<file path="src/rtl/exunit_mul_pkg.sv">
// Shared constants and operation encoding for the RV32M multiply execution unit.
// The RV32 width and op-select width macros are defined here once for the whole slice.
`ifndef MUL_OP_SEL
`define MUL_OP_SEL 2
`endif
`ifndef RV32_DATA_WIDTH
`define RV32_DATA_WIDTH 32
`endif

package exunit_mul_pkg;

   localparam int DATA_W   = `RV32_DATA_WIDTH;
   localparam int MUL_OP_W = `MUL_OP_SEL;

   typedef enum logic [MUL_OP_W-1:0] {
      MUL_OP_MUL    = 2'd0,
      MUL_OP_MULH   = 2'd1,
      MUL_OP_MULHSU = 2'd2,
      MUL_OP_MULHU  = 2'd3
   } mul_op_e;

endpackage

</file>
<file path="src/rtl/exunit_mul_if.sv">
// Issue and writeback handshake between the issue stage and the multiply unit.
interface exunit_mul_if #(
   parameter int TAG_W = 6
) ();
   import exunit_mul_pkg::*;

   logic              o_accessable;
   logic              i_is_vld;
   mul_op_e           i_op_sel;
   logic [DATA_W-1:0] i_rs1;
   logic [DATA_W-1:0] i_rs2;
   logic [TAG_W-1:0]  i_tag;
   logic              o_exfin;
   logic [TAG_W-1:0]  o_exfin_tag;
   logic [DATA_W-1:0] o_exfin_res;
   logic              i_exfin_ack;

   modport slave (
      output o_accessable, o_exfin, o_exfin_tag, o_exfin_res,
      input  i_is_vld, i_op_sel, i_rs1, i_rs2, i_tag, i_exfin_ack
   );

   modport master (
      input  o_accessable, o_exfin, o_exfin_tag, o_exfin_res,
      output i_is_vld, i_op_sel, i_rs1, i_rs2, i_tag, i_exfin_ack
   );
endinterface

</file>
<file path="src/rtl/exunit_mul_core.sv">
// Combinational RV32M multiplier: operand extension, signed product, high/low select.
module exunit_mul_core
   import exunit_mul_pkg::*;
(
   input  mul_op_e           op,
   input  logic [DATA_W-1:0] rs1,
   input  logic [DATA_W-1:0] rs2,
   output logic [DATA_W-1:0] res
);
   logic signed [DATA_W:0]     ext_a;
   logic signed [DATA_W:0]     ext_b;
   logic signed [2*DATA_W-1:0] prod;

   // Only the low 64 bits of the 66-bit signed product are ever selected.
   always_comb begin
      ext_a = {((op == MUL_OP_MULH) || (op == MUL_OP_MULHSU)) & rs1[DATA_W-1], rs1};
      ext_b = {(op == MUL_OP_MULH) & rs2[DATA_W-1], rs2};
      prod  = (2*DATA_W)'(ext_a) * (2*DATA_W)'(ext_b);
      res   = (op == MUL_OP_MUL) ? prod[DATA_W-1:0] : prod[2*DATA_W-1:DATA_W];
   end
endmodule

</file>
<file path="src/rtl/exunit_mul.sv">
// Pipelined RV32M multiply unit with tag carry and writeback backpressure.
// Optional flush port enabled by EXUNIT_MUL_FLUSH_EN.
module exunit_mul
   import exunit_mul_pkg::*;
#(
   parameter int STAGES = 3,
   parameter int TAG_W  = 6
) (
   input  logic        clk,
   input  logic        rst_n,
`ifdef EXUNIT_MUL_FLUSH_EN
   input  logic        i_flush,
`endif
   exunit_mul_if.slave bus
);
   logic              stall;
   logic [STAGES-1:0] vld_p;
   logic [TAG_W-1:0]  tag_p [STAGES];
   mul_op_e           core_op;
   logic [DATA_W-1:0] core_rs1;
   logic [DATA_W-1:0] core_rs2;
   logic [DATA_W-1:0] core_res;
   logic [DATA_W-1:0] final_res;

   assign stall            = vld_p[STAGES-1] & ~bus.i_exfin_ack;
   assign bus.o_accessable = ~stall;

   // Valid chain: rigid shift register, held as a whole while stalled.
   always_ff @(posedge clk) begin
      if (!rst_n) begin
         vld_p <= '0;
`ifdef EXUNIT_MUL_FLUSH_EN
      end else if (i_flush) begin
         vld_p <= '0;
`endif
      end else if (!stall) begin
         vld_p[0] <= bus.i_is_vld;
         for (int i = 1; i < STAGES; i++) vld_p[i] <= vld_p[i-1];
      end
   end

   always_ff @(posedge clk) begin
      if (!stall) begin
         tag_p[0] <= bus.i_tag;
         for (int i = 1; i < STAGES; i++) tag_p[i] <= tag_p[i-1];
      end
   end

   exunit_mul_core u_core (
      .op  (core_op),
      .rs1 (core_rs1),
      .rs2 (core_rs2),
      .res (core_res)
   );

   generate
      if (STAGES == 1) begin : g_single
         logic [DATA_W-1:0] res_p0;

         assign core_op  = bus.i_op_sel;
         assign core_rs1 = bus.i_rs1;
         assign core_rs2 = bus.i_rs2;

         always_ff @(posedge clk) begin
            if (!stall) res_p0 <= core_res;
         end

         assign final_res = res_p0;
      end else begin : g_multi
         mul_op_e           op_p0;
         logic [DATA_W-1:0] rs1_p0;
         logic [DATA_W-1:0] rs2_p0;
         logic [DATA_W-1:0] res_p [1:STAGES-1];

         assign core_op  = op_p0;
         assign core_rs1 = rs1_p0;
         assign core_rs2 = rs2_p0;

         // Slot 0 holds operands; the multiply sits between slot 0 and slot 1.
         always_ff @(posedge clk) begin
            if (!stall) begin
               op_p0    <= bus.i_op_sel;
               rs1_p0   <= bus.i_rs1;
               rs2_p0   <= bus.i_rs2;
               res_p[1] <= core_res;
               for (int i = 2; i < STAGES; i++) res_p[i] <= res_p[i-1];
            end
         end

         assign final_res = res_p[STAGES-1];
      end
   endgenerate

   // Data registers are unreset; outputs read 0 whenever nothing is presented.
   assign bus.o_exfin     = vld_p[STAGES-1];
   assign bus.o_exfin_tag = vld_p[STAGES-1] ? tag_p[STAGES-1] : '0;
   assign bus.o_exfin_res = vld_p[STAGES-1] ? final_res : '0;
endmodule

</file>
<file path="src/flat_wrapper.sv">
// flat-port wrapper written by rule: the top's interface ports become plain ports
module exunit_mul_flat import exunit_mul_pkg::*;
#(
   parameter int STAGES = 3,
   parameter int TAG_W  = 6
)
  (clk, rst_n, bus_o_accessable, bus_o_exfin, bus_o_exfin_tag, bus_o_exfin_res, bus_i_is_vld, bus_i_op_sel, bus_i_rs1, bus_i_rs2, bus_i_tag, bus_i_exfin_ack);
  exunit_mul_if #(.TAG_W(TAG_W)) bus_i ();
  input  logic clk;
  input  logic rst_n;
  output wire logic [$bits(bus_i.o_accessable)-1:0] bus_o_accessable;
  output wire logic [$bits(bus_i.o_exfin)-1:0] bus_o_exfin;
  output wire logic [$bits(bus_i.o_exfin_tag)-1:0] bus_o_exfin_tag;
  output wire logic [$bits(bus_i.o_exfin_res)-1:0] bus_o_exfin_res;
  input wire logic [$bits(bus_i.i_is_vld)-1:0] bus_i_is_vld;
  input wire logic [$bits(bus_i.i_op_sel)-1:0] bus_i_op_sel;
  input wire logic [$bits(bus_i.i_rs1)-1:0] bus_i_rs1;
  input wire logic [$bits(bus_i.i_rs2)-1:0] bus_i_rs2;
  input wire logic [$bits(bus_i.i_tag)-1:0] bus_i_tag;
  input wire logic [$bits(bus_i.i_exfin_ack)-1:0] bus_i_exfin_ack;
  assign bus_o_accessable = bus_i.o_accessable;
  assign bus_o_exfin = bus_i.o_exfin;
  assign bus_o_exfin_tag = bus_i.o_exfin_tag;
  assign bus_o_exfin_res = bus_i.o_exfin_res;
  assign bus_i.i_is_vld = bus_i_is_vld;
  assign bus_i.i_op_sel = bus_i_op_sel;
  assign bus_i.i_rs1 = bus_i_rs1;
  assign bus_i.i_rs2 = bus_i_rs2;
  assign bus_i.i_tag = bus_i_tag;
  assign bus_i.i_exfin_ack = bus_i_exfin_ack;
  exunit_mul #(.STAGES(STAGES), .TAG_W(TAG_W)) u_core (.clk(clk), .rst_n(rst_n), .bus(bus_i));
endmodule
</file>
<file path="config.mk">
export PLATFORM = sky130hd
export DESIGN_NAME = exunit_mul_flat
export DESIGN_NICKNAME = d
export VERILOG_FILES = /design/src/rtl/exunit_mul_pkg.sv /design/src/rtl/exunit_mul_if.sv /design/src/rtl/exunit_mul_core.sv /design/src/rtl/exunit_mul.sv /design/src/flat_wrapper.sv
export SDC_FILE = /design/constraint.sdc
export NUM_CORES = 2
export LEC_CHECK = 0
export CAP_MARGIN = 20
export CORE_MARGIN = 5
export CORE_UTILIZATION = 60
export DETAILED_ROUTE_END_ITERATION = 8
export PLACE_DENSITY = 0.79
export SYNTH_ARGS = -nofsm -noshare
export SYNTH_HDL_FRONTEND = slang
export SYNTH_SLANG_ARGS = --single-unit
</file>
<file path="constraint.sdc">
create_clock -name clk -period 9.3 [get_ports clk]
set_clock_uncertainty 0.15 [all_clocks]
set_input_delay 0.93 -clock clk [delete_from_list [all_inputs] [get_ports clk]]
set_output_delay 0.93 -clock clk [all_outputs]
set_load 0.01 [all_outputs]
</file>
# == After elaboration in Yosys (flattened, before gate mapping) ==
# Memory sizes are Yosys's and may differ from the RTL's.
# Index checks and enable logic that the tools add are counted.
# classes
n_reduce_logical,2
mul,1
n_eq_ne,2
n_mux,4
n_bitwise,5
# op_table
operator,count
$mul 33x33->64,1
$mux 32,2
$mux 6,1
$and 1x1->1,3
$eq 2x1->1 const B,1
$eq 2x2->1 const B,1
$logic_not 2->1,1
$not 1->1,2
$logic_or 1x1->1,1
$mux 1,1
# totals
ramBits,82
wordCells,20
mem_count,2
regBits,69
inputBits,76
output_inout_bits,40
# mem_list
name,depth,word_bits,rd,rd_clocked_by_memory_dff,wr,line,source
u_core.g_multi.res_p,2,32,2,0,2,exunit_mul.sv:73,logic [DATA_W-1:0] res_p [1:STAGES-1];
u_core.tag_p,3,6,3,0,3,exunit_mul.sv:18,logic [TAG_W-1:0] tag_p [STAGES];

# == Depth between registers and ports, before layout ==
# logic_depth
depth_word,5
depth_mapped,31

# == Hierarchy ==
# Synthesis repeated with hierarchy kept, for this count alone.
# unflattened
hier_cells,4534
hier_area_um2,43140.1
# by_module_without_submodules
mod,cells_each,instances,area_each_um2
exunit_mul_core,4332,1,38309.2
exunit_mul,202,1,4830.9

# == Least setup slack after synthesis ==
# No wires, ideal clock.
# synth_path
kind,reg-to-reg
from,register u_core.g_multi.op_p0[0] (netlist: u_core.core_op[0])
to,"memory u_core.g_multi.res_p[1][29] in the netlist's numbering, data pin"
required_time_ps,8883
n_path_buf,1
path_stages_with_launch,31
t_arrival_ps,8254
slack_ps,629
cell_sequence,edfxtp_1 inv_1 ha_1 and2_0 clkbuf_1 nand2_1 inv_1 fa_1 inv_1 fa_1 inv_1 fa_1 fa_1 inv_1 fa_1 inv_1 fa_1 inv_1 fa_1 fa_1 inv_1 ha_1 and2_1 a21oi_1 a2bb2oi_1 o211ai_1 o2bb2ai_1 a311o_1 nor4b_2 mux2i_1 o211ai_1
# synth_rtl
element,line,source
"start, declared",exunit_mul.sv:70,mul_op_e op_p0;
"start signal, assigned",exunit_mul.sv:82,op_p0 <= bus.i_op_sel;
"end, declared",exunit_mul.sv:73,

==> flow_metrics.tcl <==
set metrics [dict create \
    status "finished, final reports clean" \
    drt_iter0_markers 2143 \
    area.growth.synth_to_final_pct 7.00 \
    maxCapViolCount 0 \
    grt_pass1_vias 34700 \
    r2r-end "u_core.g_multi.res_p[1][16]$_DFFE_PN_" \
    cp_data_arrival_time_ps 9060 \
    synth_ff_type "edfxtp_1" \
    die_h_um 279 \
    r2r_start "u_core.core_rs2[14]$_DFFE_PN_" \
    drt-met1-wl_mm 40.0 \
    hold_violations 0 \
    viasPerCell 5.59 \
    startpoint "u_core.core_rs2[14]$_DFFE_PN_" \
    synth_seq_cells 151 \
    drtPass1Iterations 5 \
    nets 5999 \
    row_count 98 \
    synth.distinct_cells 73 \
    clkTransAtPathRegs_ps 70 \
    rr_worst_depth 25 \
    min_path_cells 0 \
    antenna_cells 0 \
    final_common_cell "inv_1" \
    syn_avg_cell_area_um2 9.50 \
    grt_usage 0.296 \
    crit_required_ps 9350 \
    async_flop_share 0 \
    seq_area_frac_synth 0.104 \
    port_buffers 115 \
    worst_setup_path_start_kind "flip-flop" \
    final-max-slew-violation-count 0 \
    fin_crit_sh 0.970 \
    wl_mm 110 \
    cts_buffer_depth 2 \
    root_buffer "clkbuf_16" \
    worst_hold_path.endpoint "u_core.tag_p[0][8]$_DFFE_PN_" \
    drc 0 \
    cts_buffers 17 \
    max_freq_ghz 0.111 \
    synthCells 4573 \
    setup.worst_path.end_class "flip-flop" \
    grt_start_max_net_pins 65 \
    grt_first_pass_wirelength_mm 181 \
    ctsHoldBuffers 0 \
    antenna_found_initial 2 \
    wl_met2_mm 55.3 \
    finalSetupViolCount 0 \
    cts.sinks 151 \
    place.gp.congestion 0.999 \
    rsz0062_at_grt "false" \
    highest_layer "met5" \
    path_class "reg -> reg" \
    initial_utilization 0.607 \
    synth_area_um2 43400 \
    crit_fanout 21 \
    hp-start "u_core.tag_p[0][2]$_DFFE_PN_" \
    die_w_um 279 \
    drtAntennaViolNets 0 \
    mostFrequentLayoutCells "inv_1, fa_1, nand2_1, and2_1, ha_1" \
    synth_nets 5988 \
    htree_levels 4 \
    worst_pin_slew_ps 1170 \
    wl_per_cell_um 19.9 \
    yosysWarningCount 0 \
    clock_latency_ps 490 \
    cts_tree "yes" \
    core_area_um2 71600 \
    drive_gt1_frac 0.0402 \
    route.met3.wl_mm 7.76 \
    timing.reg2reg.setup_slack_ps 280 \
    relSlewSlack 0.219 \
    overflow 0 \
    vias 31000 \
    detailed_place_hpwl_mm 92.0 \
    post-route-min-period_ps 9020 \
    top_level_ports 116 \
    synth_edf_count 148 \
    tns_ps 0 \
    hp-class "reg -> reg" \
    die_area_um2 77900 \
]
[worst max path at each step]
| stage | to | slack (ps) | cells after the start |
|---|---|---|---|
| 5_1_grt | u_core.g_multi.res_p[1][16]$_DFFE_PN_ | 30 | 24 |
| 6_report | u_core.g_multi.res_p[1][16]$_DFFE_PN_ | 280 | 25 |
| 3_5_place_dp | u_core.g_multi.res_p[1][29]$_DFFE_PN_ | 260 | 29 |
| 3_3_place_gp | u_core.g_multi.res_p[1][29]$_DFFE_PN_ | 480 | 29 |
| 4_1_cts | u_core.g_multi.res_p[1][29]$_DFFE_PN_ | 190 | 27 |
| 2_1_floorplan | u_core.g_multi.res_p[1][29]$_DFFE_PN_ | 630 | 30 |
[layer usage]
| metal | up-vias | track usage |
|---|---|---|
| met2 | 1341 | 0.503 |
| met4 | 2 | 0.161 |
| met5 | - | 0 |
| li1 | 13200 | - |
| met1 | 16100 | 0.369 |
| met3 | 423 | 0.0442 |
[critical path, cell delays in order (launching register included)]
cell and delay (ps):
edfxtp_1 960, buf_4 370, nand2_1 100, fa_1 460, fa_1 500, inv_1 60, fa_1 450, fa_1 550
inv_1 60, fa_1 590, inv_1 70, fa_1 480, inv_1 50, fa_1 480, inv_1 50, fa_1 500
ha_1 430, a21oi_1 330, o21ai_0 140, or2_2 320, nand4b_1 220, a21oi_1 300, nor3_1 90, nor2_1 280
nor4b_1 110, a311oi_1 600
[synthesized netlist by cell type (all sizes together), types with 3 or more instances]
cell type / number / area share
clkbuf: 222 / 0.019
and3: 24 / 0.0035
ha: 214 / 0.062
o21ai: 63 / 0.0076
edfxtp: 148 / 0.10
nor4: 4 / 0.0011
mux2i: 4 / 0.00092
and4: 4 / 0.00081
a21oi: 79 / 0.0094
a31oi: 10 / 0.0021
xor2: 24 / 0.0048
nor3: 7 / 0.00081
buf: 10 / 0.0013
a22oi: 3 / 0.00063
or2: 14 / 0.0020
o211ai: 10 / 0.0018
o21bai: 10 / 0.0018
inv: 1203 / 0.10
fa: 1125 / 0.52
xnor2: 49 / 0.0099
a21o: 21 / 0.0037
nand4: 21 / 0.0030
and2: 315 / 0.045
nor2b: 6 / 0.00086
nor2: 56 / 0.0048
nand2: 852 / 0.074
a211oi: 6 / 0.0010
nand2b: 5 / 0.00072
o21a: 6 / 0.0010
o221ai: 6 / 0.0014
dfxtp: 3 / 0.0014
nand3: 20 / 0.0025
a21boi: 4 / 0.00069
[cells by family (layout without fill, tap and decap cells)]
kind of cell / Yosys count / count (layout) / synth area share
fa+ha+maj: 1339 / 1339 / 0.580
buf+inv: 1435 / 1459 / 0.124
mux: 5 / 5 / 0.00118
flops: 151 / 151 / 0.104
compound gates: 236 / 236 / 0.0355
simple gates: 1334 / 1334 / 0.140
xor+xnor: 73 / 73 / 0.0147
[stage by stage]
stage	cell area (um2)	utilization	std cells	setup slack [ps]	hold slack (ps)
2_1_floorplan	43400	-	4573	629	250
3_3_place_gp	45700	0.638	5508	480	250
3_5_place_dp	45700	0.638	5508	265	255
4_1_cts	46300	0.647	5540	193	266
5_1_grt	46500	0.649	5547	31.4	277
6_report	46500	0.649	5547	283	272
[flip-flops by register name, indices dropped and copies added, names as in the netlist]
| name | flops |
|---|---|
| u_core.tag_p | 18 |
| u_core.core_rs2 | 32 |
| u_core.core_rs1 | 32 |
| u_core.core_op | 2 |
| u_core.g_multi.res_p | 64 |
| u_core.vld_p | 3 |
[layout make-up]
type                            instances  area, um2
Sequential cell                       151       4500
Clock buffer                           18        429
Tap cell                              950       1190
Inverter                             1203       4520
Fill cell                            5683      25100
Clock inverter                         14        183
Multi-Input combinational cell       2987      33500
Timing Repair Buffer                  224       2120
[timing repair]
item / in CTS / in global routing
endpoints found under the setup margin: 0 / 11
gates resized for setup: 0 / 2
setup buffers: 0 / 1
Power is left out: the tool's default activity adds up to more than one toggle a clock period on the data nets, which glitch-free logic cannot reach.
